[src/rtl/univ_ff_pkg.sv]
// Shared mode encoding for the universal flip-flop bank.
package univ_ff_pkg;

   typedef logic [1:0] ff_mode_t;

   localparam ff_mode_t MODE_D  = 2'b00;
   localparam ff_mode_t MODE_T  = 2'b01;
   localparam ff_mode_t MODE_JK = 2'b10;
   localparam ff_mode_t MODE_SR = 2'b11;

endpackage

[src/rtl/jk_cell.sv]
// Single-bit JK storage cell with synchronous reset to a per-bit init value.
module jk_cell (
   input  logic clk,
   input  logic rst,
   input  logic en,
   input  logic init,
   input  logic j,
   input  logic k,
   output logic q
);

   // JK excitation: 00 hold, 01 clear, 10 set, 11 toggle; reset wins over enable.
   always_ff @(posedge clk) begin
      if (rst) begin
         q <= init;
      end else if (en) begin
         case ({j, k})
            2'b01:   q <= 1'b0;
            2'b10:   q <= 1'b1;
            2'b11:   q <= ~q;
            default: q <= q;
         endcase
      end
   end

endmodule

[src/rtl/univ_ff_bank.sv]
// WIDTH-bit register bank of JK cells whose excitation mode (D, T, JK, SR)
// is selected at runtime through a loadable mode register. Also tracks a
// one-cycle mask of flipped bits and a sticky flag for invalid SR inputs.
module univ_ff_bank
   import univ_ff_pkg::*;
#(
   parameter int             WIDTH      = 8,
   parameter logic [WIDTH-1:0] INIT     = {WIDTH{1'b0}},
   parameter logic [1:0]     RESET_MODE = 2'b00
) (
   input  logic             clk,
   input  logic             rst,
   input  logic             en,
   input  logic             mode_ld,
   input  logic [1:0]       mode_in,
   input  logic [WIDTH-1:0] a,
   input  logic [WIDTH-1:0] b,
   input  logic             err_clr,
   output logic [WIDTH-1:0] q,
   output logic [WIDTH-1:0] qn,
   output logic [1:0]       mode_q,
   output logic [WIDTH-1:0] changed,
   output logic             sr_err
);

   logic [WIDTH-1:0] j;
   logic [WIDTH-1:0] k;
   logic [WIDTH-1:0] q_next;
   logic             sr_bad;

   // Mode register: loads independently of en, so data on the load edge
   // still sees the previous mode.
   always_ff @(posedge clk) begin
      if (rst) begin
         mode_q <= RESET_MODE;
      end else if (mode_ld) begin
         mode_q <= mode_in;
      end
   end

   // Map (a, b) onto per-bit J/K according to the active mode.
   always_comb begin
      j = '0;
      k = '0;
      case (ff_mode_t'(mode_q))
         MODE_D:  begin j = a;      k = ~a;     end
         MODE_T:  begin j = a;      k = a;      end
         MODE_JK: begin j = a;      k = b;      end
         default: begin j = a & ~b; k = b & ~a; end
      endcase
   end

   // Next-state preview used only for the change mask; mirrors the cell rule.
   always_comb begin
      q_next = (q & ~k) | (~q & j);
   end

   // Any S=R=1 bit in SR mode is an invalid request (the bit holds).
   always_comb begin
      sr_bad = (ff_mode_t'(mode_q) == MODE_SR) && ((a & b) != '0);
   end

   // Storage cells.
   for (genvar i = 0; i < WIDTH; i++) begin : g_cell
      jk_cell u_cell (
         .clk  (clk),
         .rst  (rst),
         .en   (en),
         .init (INIT[i]),
         .j    (j[i]),
         .k    (k[i]),
         .q    (q[i])
      );
   end

   assign qn = ~q;

   // Change mask is valid for one cycle after an enabled edge, zero otherwise.
   always_ff @(posedge clk) begin
      if (rst) begin
         changed <= '0;
      end else if (en) begin
         changed <= q_next ^ q;
      end else begin
         changed <= '0;
      end
   end

   // Sticky invalid-SR flag: set beats clear on the same edge.
   always_ff @(posedge clk) begin
      if (rst) begin
         sr_err <= 1'b0;
      end else if (en && sr_bad) begin
         sr_err <= 1'b1;
      end else if (err_clr) begin
         sr_err <= 1'b0;
      end
   end

endmodule
[config.mk]
export PLATFORM = sky130hd
export DESIGN_NAME = univ_ff_bank
export DESIGN_NICKNAME = d
export VERILOG_FILES = /design/src/rtl/univ_ff_pkg.sv /design/src/rtl/jk_cell.sv /design/src/rtl/univ_ff_bank.sv
export SDC_FILE = /design/constraint.sdc
export NUM_CORES = 1
export LEC_CHECK = 0
export BUFFER_PORTS_ARGS = -buffer_cell sky130_fd_sc_hd__buf_2
export CAP_MARGIN = 20
export CELL_PAD_IN_SITES_DETAIL_PLACEMENT = 1
export CELL_PAD_IN_SITES_GLOBAL_PLACEMENT = 2
export CORE_MARGIN = 5
export CORE_UTILIZATION = 28
export CTS_CLUSTER_DIAMETER = 120
export DETAILED_ROUTE_END_ITERATION = 7
export PLACE_DENSITY_LB_ADDON = 0.1
export SYNTH_ARGS = -nofsm -noshare
export SYNTH_HDL_FRONTEND = slang
export SYNTH_SLANG_ARGS = --single-unit
[constraint.sdc]
create_clock -name clk -period 1.6 [get_ports clk]
set_clock_uncertainty 0.2 [all_clocks]
set_input_delay 0 -clock clk [delete_from_list [all_inputs] [get_ports clk]]
set_output_delay 0 -clock clk [all_outputs]
set_load 0.05 [all_outputs]
==> flow_summary.toml, run 1 <==
[floorplanning]
dieArea_um2 = 7360
start_util = 0.290
ioPinCount = 50
die_w_um = 85.8
die_height_um = 85.8
rows = 27
coreArea_um2 = 5540

[hold_path]
min_path_type = "primary input to register"

[setup_path]
critical_path_class = "register to register"
crit_chain = "buf_4, nand2_1, a2bb2oi_1, a311oi_1"
cpPeakStageDelay_ns = 0.49
path_buf_inv = 1
arrival_ns = 1.46
crit_required_ns = 1.57
cpLargestDelayFamily = "flip-flops"
crit_path_top_delay_cell = "dfxtp_2"
cp-start-kind = "register"
endpoint_kind = "register"
worst-path-max-fanout = 10

[detailed_routing]
viasPerCell = 5.10
drc = 0
via_count = 1699
wl_um = 5210
wl_per_cell_um = 15.6
drt_iter0_markers = 57
postRouteAntennaNets = 0
drt_first_pass_iters = 4

[placement]
dpl.hpwl_um = 3740
place_congestion = 0.716
io_buffers = 49
pre_cts_ws_ns = 0.0460

[pwr]
swShare = 0.392
power.total_uw = 1470
clock_power_share = 0.242
leakage_uw = 0.000837
ir_drop_mv = 0.295
seqPwrFrac = 0.367
power_switching_uw = 576
pwr-share-comb = 0.391
pwr_density_cell_nw_per_um2 = 689
p_int_uw = 895

[grt]
grt_pass1_wl_um = 8650
overflow = 0
antenna_found_initial = 0
first_global_vias = 1805
grt_usage = 0.144
grt_max_degree = 23

[finish]
fin_nets = 285
final_layout_size_suffix_gt1_frac = 0.318
antenna_cells = 0
utilization = 0.385
area_growth_pct = 32.8
num-fill-cells = 683

[synth]
ys_top_cells_by_count = "dfxtp_1, clkbuf_1, nand2_1, nor2b_1, a21oi_1"
avgSynthCellArea_um2 = 7.73
synth_top_area_share = 0.237
yosysWarnings = 0
synth.largest_area_cell = "dfxtp_1"
synth_cell_types = 28
synthFlopType = "dfxtp_1"
yosysSeqAreaShare = 0.237
syn_nets = 231
synth_seq_cells = 19
synth.area.top_cells = "dfxtp_1, a2111oi_2, nor2b_1, mux2i_1, buf_4"
syn-cell-area_um2 = 1610
ys_async_sr_fraction = 0
synth-edff-count = 0
synth_most_common_cell = "dfxtp_1"
syn_inst = 208

[clocking]
clk_latency_ns = 0.26
cts_buffers = 3
clock_path_buffers = 2
cts_setup_buffers = 0
cts-root-buf = "clkbuf_8"
htreeDepth = 1
cts_tree = "built"
clock-sinks = 19
cts.clk_slew.worst_paths_ns = 0.08

[run]
max_cap_violations = 0

[timing]
setup_viol = 0
fin_crit_ns = 1.49
slew_viol_final = 0
tns_ns = 0
clock.fmax_ghz = 0.673
worstMarginPinSlew_ns = 0.280
worst_slack_ns = 0.113
rsz0062_at_grt = "false"
relSlewSlack = 0.813
hold_viol_final = 0
fin_crit_sh = 0.929

[run_status]
status = "finished clean"
[logic make-up (layout without fill, tap and decap cells)]
group,Yosys count,after routing,share of synthesized area
flip-flops,19,19,0.237
multiplexers,10,10,0.0623
AO/OA/AOI/OAI,61,61,0.308
AND/OR/NAND/NOR,73,73,0.249
buffers and inverters,45,98,0.144
[registers in the layout, indices dropped and copies added (netlist names)]
signal / count
sr_err: 1
g_cell.u_cell.q: 8
changed: 8
mode_q: 2
[cell type report]
type,instances,area [um^2],share of cell area
multi-input combinational,144,996,0.467
inverter,9,33.8,0.0158
sequential,19,387,0.181
tap,72,90.1,0.0422
timing repair buffer,85,583,0.273
clock buffer,4,45.0,0.0211
[worst register-to-register path: cells and delay by family, from the launching register on]
family | cells | cell delay, ns
buffers and inverters | 1 | 0.24
AO/OA/AOI/OAI | 2 | 0.40
AND/OR/NAND/NOR | 1 | 0.06
flip-flops | 1 | 0.49
[per-layer routing]
layer | track usage | part of all wire | vias up | routed length (um)
met3 | 0.0192 | 0.032 | 2 | 166
met2 | 0.265 | 0.52 | 26 | 2690
li1 | - | - | 840 | -
met1 | 0.178 | 0.45 | 831 | 2320
met4 | 0.0302 | 0.0048 | 0 | 25
met5 | 0 | 0 | - | 0
[power groups by stage]
stage	clock network, uW	registers, uW	logic (uW)
5_1_grt	394	547	618
6_report	356	540	575
3_5_place_dp	0	553	535
4_1_cts	369	541	578
2_1_floorplan	0	574	384
3_3_place_gp	0	549	520
[path summary, 6_finish.rpt]
kind,startpoint,end,slack [ns],cells after the start
worst max-delay path,mode_q[1],g_cell[2].u_cell.q,0.11,4
worst min register to register,sr_err,sr_err,0.30,1
worst min-delay path,b[0],changed[0],0.008,3
worst max register to register,mode_q[1],g_cell[2].u_cell.q,0.11,4
[stage by stage]
stage / hold slack (ns) / area (um^2) / std cells
2_1_floorplan: -0.0529 / 1610 / 208
6_report: 0.00844 / 2130 / 333
3_3_place_gp: 0.0428 / 1870 / 307
5_1_grt: 0.00767 / 2130 / 333
4_1_cts: 0.00619 / 2130 / 333
3_5_place_dp: 0.0468 / 1870 / 307
[cell usage in the layout (no fill, tap or decap), types with 6 or more instances in the layout]
master	instances
a2111oi_2	8
a21oi_1	15
a2bb2oi_1	8
a311oi_1	6
a31oi_1	8
buf_2	49
buf_4	13
dfxtp_1	16
dlygate4sd3_1	22
inv_1	8
mux2i_1	10
nand2_1	17
nand3_1	8
nand3b_1	8
nor2_1	12
nor2b_1	17
o22ai_1	8
or2b_1	7
[repair_timing]
item	4_1_cts	5_1_grt
hold buffers	22	1
endpoints found under the hold margin	19	1
setup endpoints to repair	0	9
resized for setup	0	2
Note: power is estimated with default switching activity, not from simulation.
==> run 2, diff against run 1 <==
Settings changed: BUFFER_PORTS_ARGS -buffer_cell sky130_fd_sc_hd__buf_2 to unset, CORE_UTILIZATION 28 to 35, DONT_BUFFER_PORTS set to 1, SKIP_CTS_REPAIR_TIMING set to 1.
==> flow_summary.toml, run 2 (synthesized netlist as in run 1, its figures left out) <==
[run_status]
status = "complete, but fails checks"
violations = "negative hold slack"

[finish]
antenna_cells = 0
fin_area_um2 = 2030
layout_common_cells = "buf_4, dlygate4sd3_1, nand2_1, nor2b_1, dfxtp_1"
reg_top3 = "changed x8, g_cell.u_cell.q x8, mode_q x2"
final_layout_size_suffix_gt1_frac = 0.231
area_growth_pct = 26.5
utilization = 0.461
fin_nets = 258
final_common_cell = "buf_4"

[pwr]
pwr-share-comb = 0.372
power.total_uw = 1460
leakage_uw = 0.000740
clock_power_share = 0.243
swShare = 0.391
pwr_density_cell_nw_per_um2 = 719
p_int_uw = 891
seqPwrFrac = 0.384
power_switching_uw = 573
ir_drop_mv = 0.276

[run]
max_cap_violations = 0

[floorplanning]
die_height_um = 77.8
die_w_um = 77.8
start_util = 0.364
coreArea_um2 = 4410
ioPinCount = 50
rows = 24
dieArea_um2 = 6050

[hold_path]
hold-path-endpoint = "changed[0]"
min_path_type = "primary input to register"
hold_path.startpoint = "a[0]"
whs_path_depth = 3

[detailed_routing]
postRouteAntennaNets = 0
via_count = 1597
drt_iter0_markers = 93
viasPerCell = 5.58
drt_first_pass_iters = 4
wl_per_cell_um = 18.4
drc = 0
wl_um = 5260

[grt]
first_global_vias = 1618
grt_usage = 0.157
grt_pass1_wl_um = 7890
antenna_found_initial = 0
overflow = 0
grt_max_degree = 18

[timing]
worstMarginPinSlew_ns = 0.728
rsz0062_at_grt = "false"
tns_ns = 0
hold_viol_final = 1
worst_slack_ns = 0.119
setup_viol = 0
fin_crit_ns = 1.48
slew_viol_final = 0
relSlewSlack = 0.513
fin_crit_sh = 0.925
whs_ns = -0.0119
clock.fmax_ghz = 0.675

[setup_path]
r2r_slack_ns = 0.13
critical_path_class = "primary input to register"
arrival_ns = 1.45
endpoint_kind = "register"
crit_required_ns = 1.56
worst-path-max-fanout = 16
cp-start-kind = "primary input"
timing.rr.end = "g_cell[6].u_cell.q"
ff2ff_path_depth = 4
timing.rr.start = "mode_q[0]"

[placement]
dpl.hpwl_um = 3630
pre_cts_ws_ns = 0.0634
io_buffers = 0
place_congestion = 0.719
dpl_cell_area_um2 = 1750

[clocking]
clock_path_buffers = 2
clk_latency_ns = 0.26
clock-sinks = 19
htreeDepth = 1
cts.clk_slew.worst_paths_ns = 0.08
cts-root-buf = "clkbuf_8"
cts_buffers = 3
cts_tree = "built"
-- run 2: cell count changes in the layout (fill, tap and decap cells not counted) --
cell,delta
dfxtp_1,+1
dfxtp_2,-1
dlygate4sd3_1,+2
buf_2,-49
clkbuf_1,-1
buf_4,+20
clkinv_2,+1
-- run 2: area by class of cell --
type | count | area [um^2]
multi-input cells | 144 | 996
repair buffers | 58 | 508
clock inverters | 1 | 5.00
fillers | 531 | 2380
flip-flops and latches | 19 | 385
clock buffers | 3 | 41.3
well taps | 52 | 65.1
inverters | 9 | 33.8
-- run 2: worst max-delay path, stage by stage --
cell and delay, ns:
dlygate4sd3_1 1.01, a31oi_1 0.18, a311oi_1 0.25
-- run 2: worst max path at each step --
stage | from | end | slack, ns | depth (start not counted)
2_1_floorplan | g_cell[0].u_cell.q | changed[0] | 0.007 | 4
3_3_place_gp | mode_q[0] | g_cell[1].u_cell.q | 0.15 | 4
3_5_place_dp | mode_q[0] | g_cell[6].u_cell.q | 0.06 | 4
4_1_cts | mode_q[0] | g_cell[6].u_cell.q | 0.03 | 4
5_1_grt | mode_q[1] | g_cell[1].u_cell.q | 0.01 | 4
6_report | en | g_cell[7].u_cell.q | 0.12 | 3
-- run 2: stage by stage --
stage          cells  hold slack, ns
2_1_floorplan    208         -0.0529
3_3_place_gp     258          -0.132
3_5_place_dp     258          -0.131
4_1_cts          262          -0.414
5_1_grt          286          0.0132
6_report         286         -0.0119
-- run 2: power groups by stage --
stage / clock [uW] / sequential (uW) / combinational, uW
finish: 356 / 563 / 545
global route: 393 / 566 / 585
CTS: 369 / 564 / 457
detailed placement: 0 / 576 / 456
global placement: 0 / 574 / 438
floorplan: 0 / 574 / 384
-- run 2: metal layers --
layer  GRT usage  share of wire
met1       0.194           0.45
met2       0.276           0.51
met3      0.0266          0.043
met4      0.0447         0.0046
met5           0              0
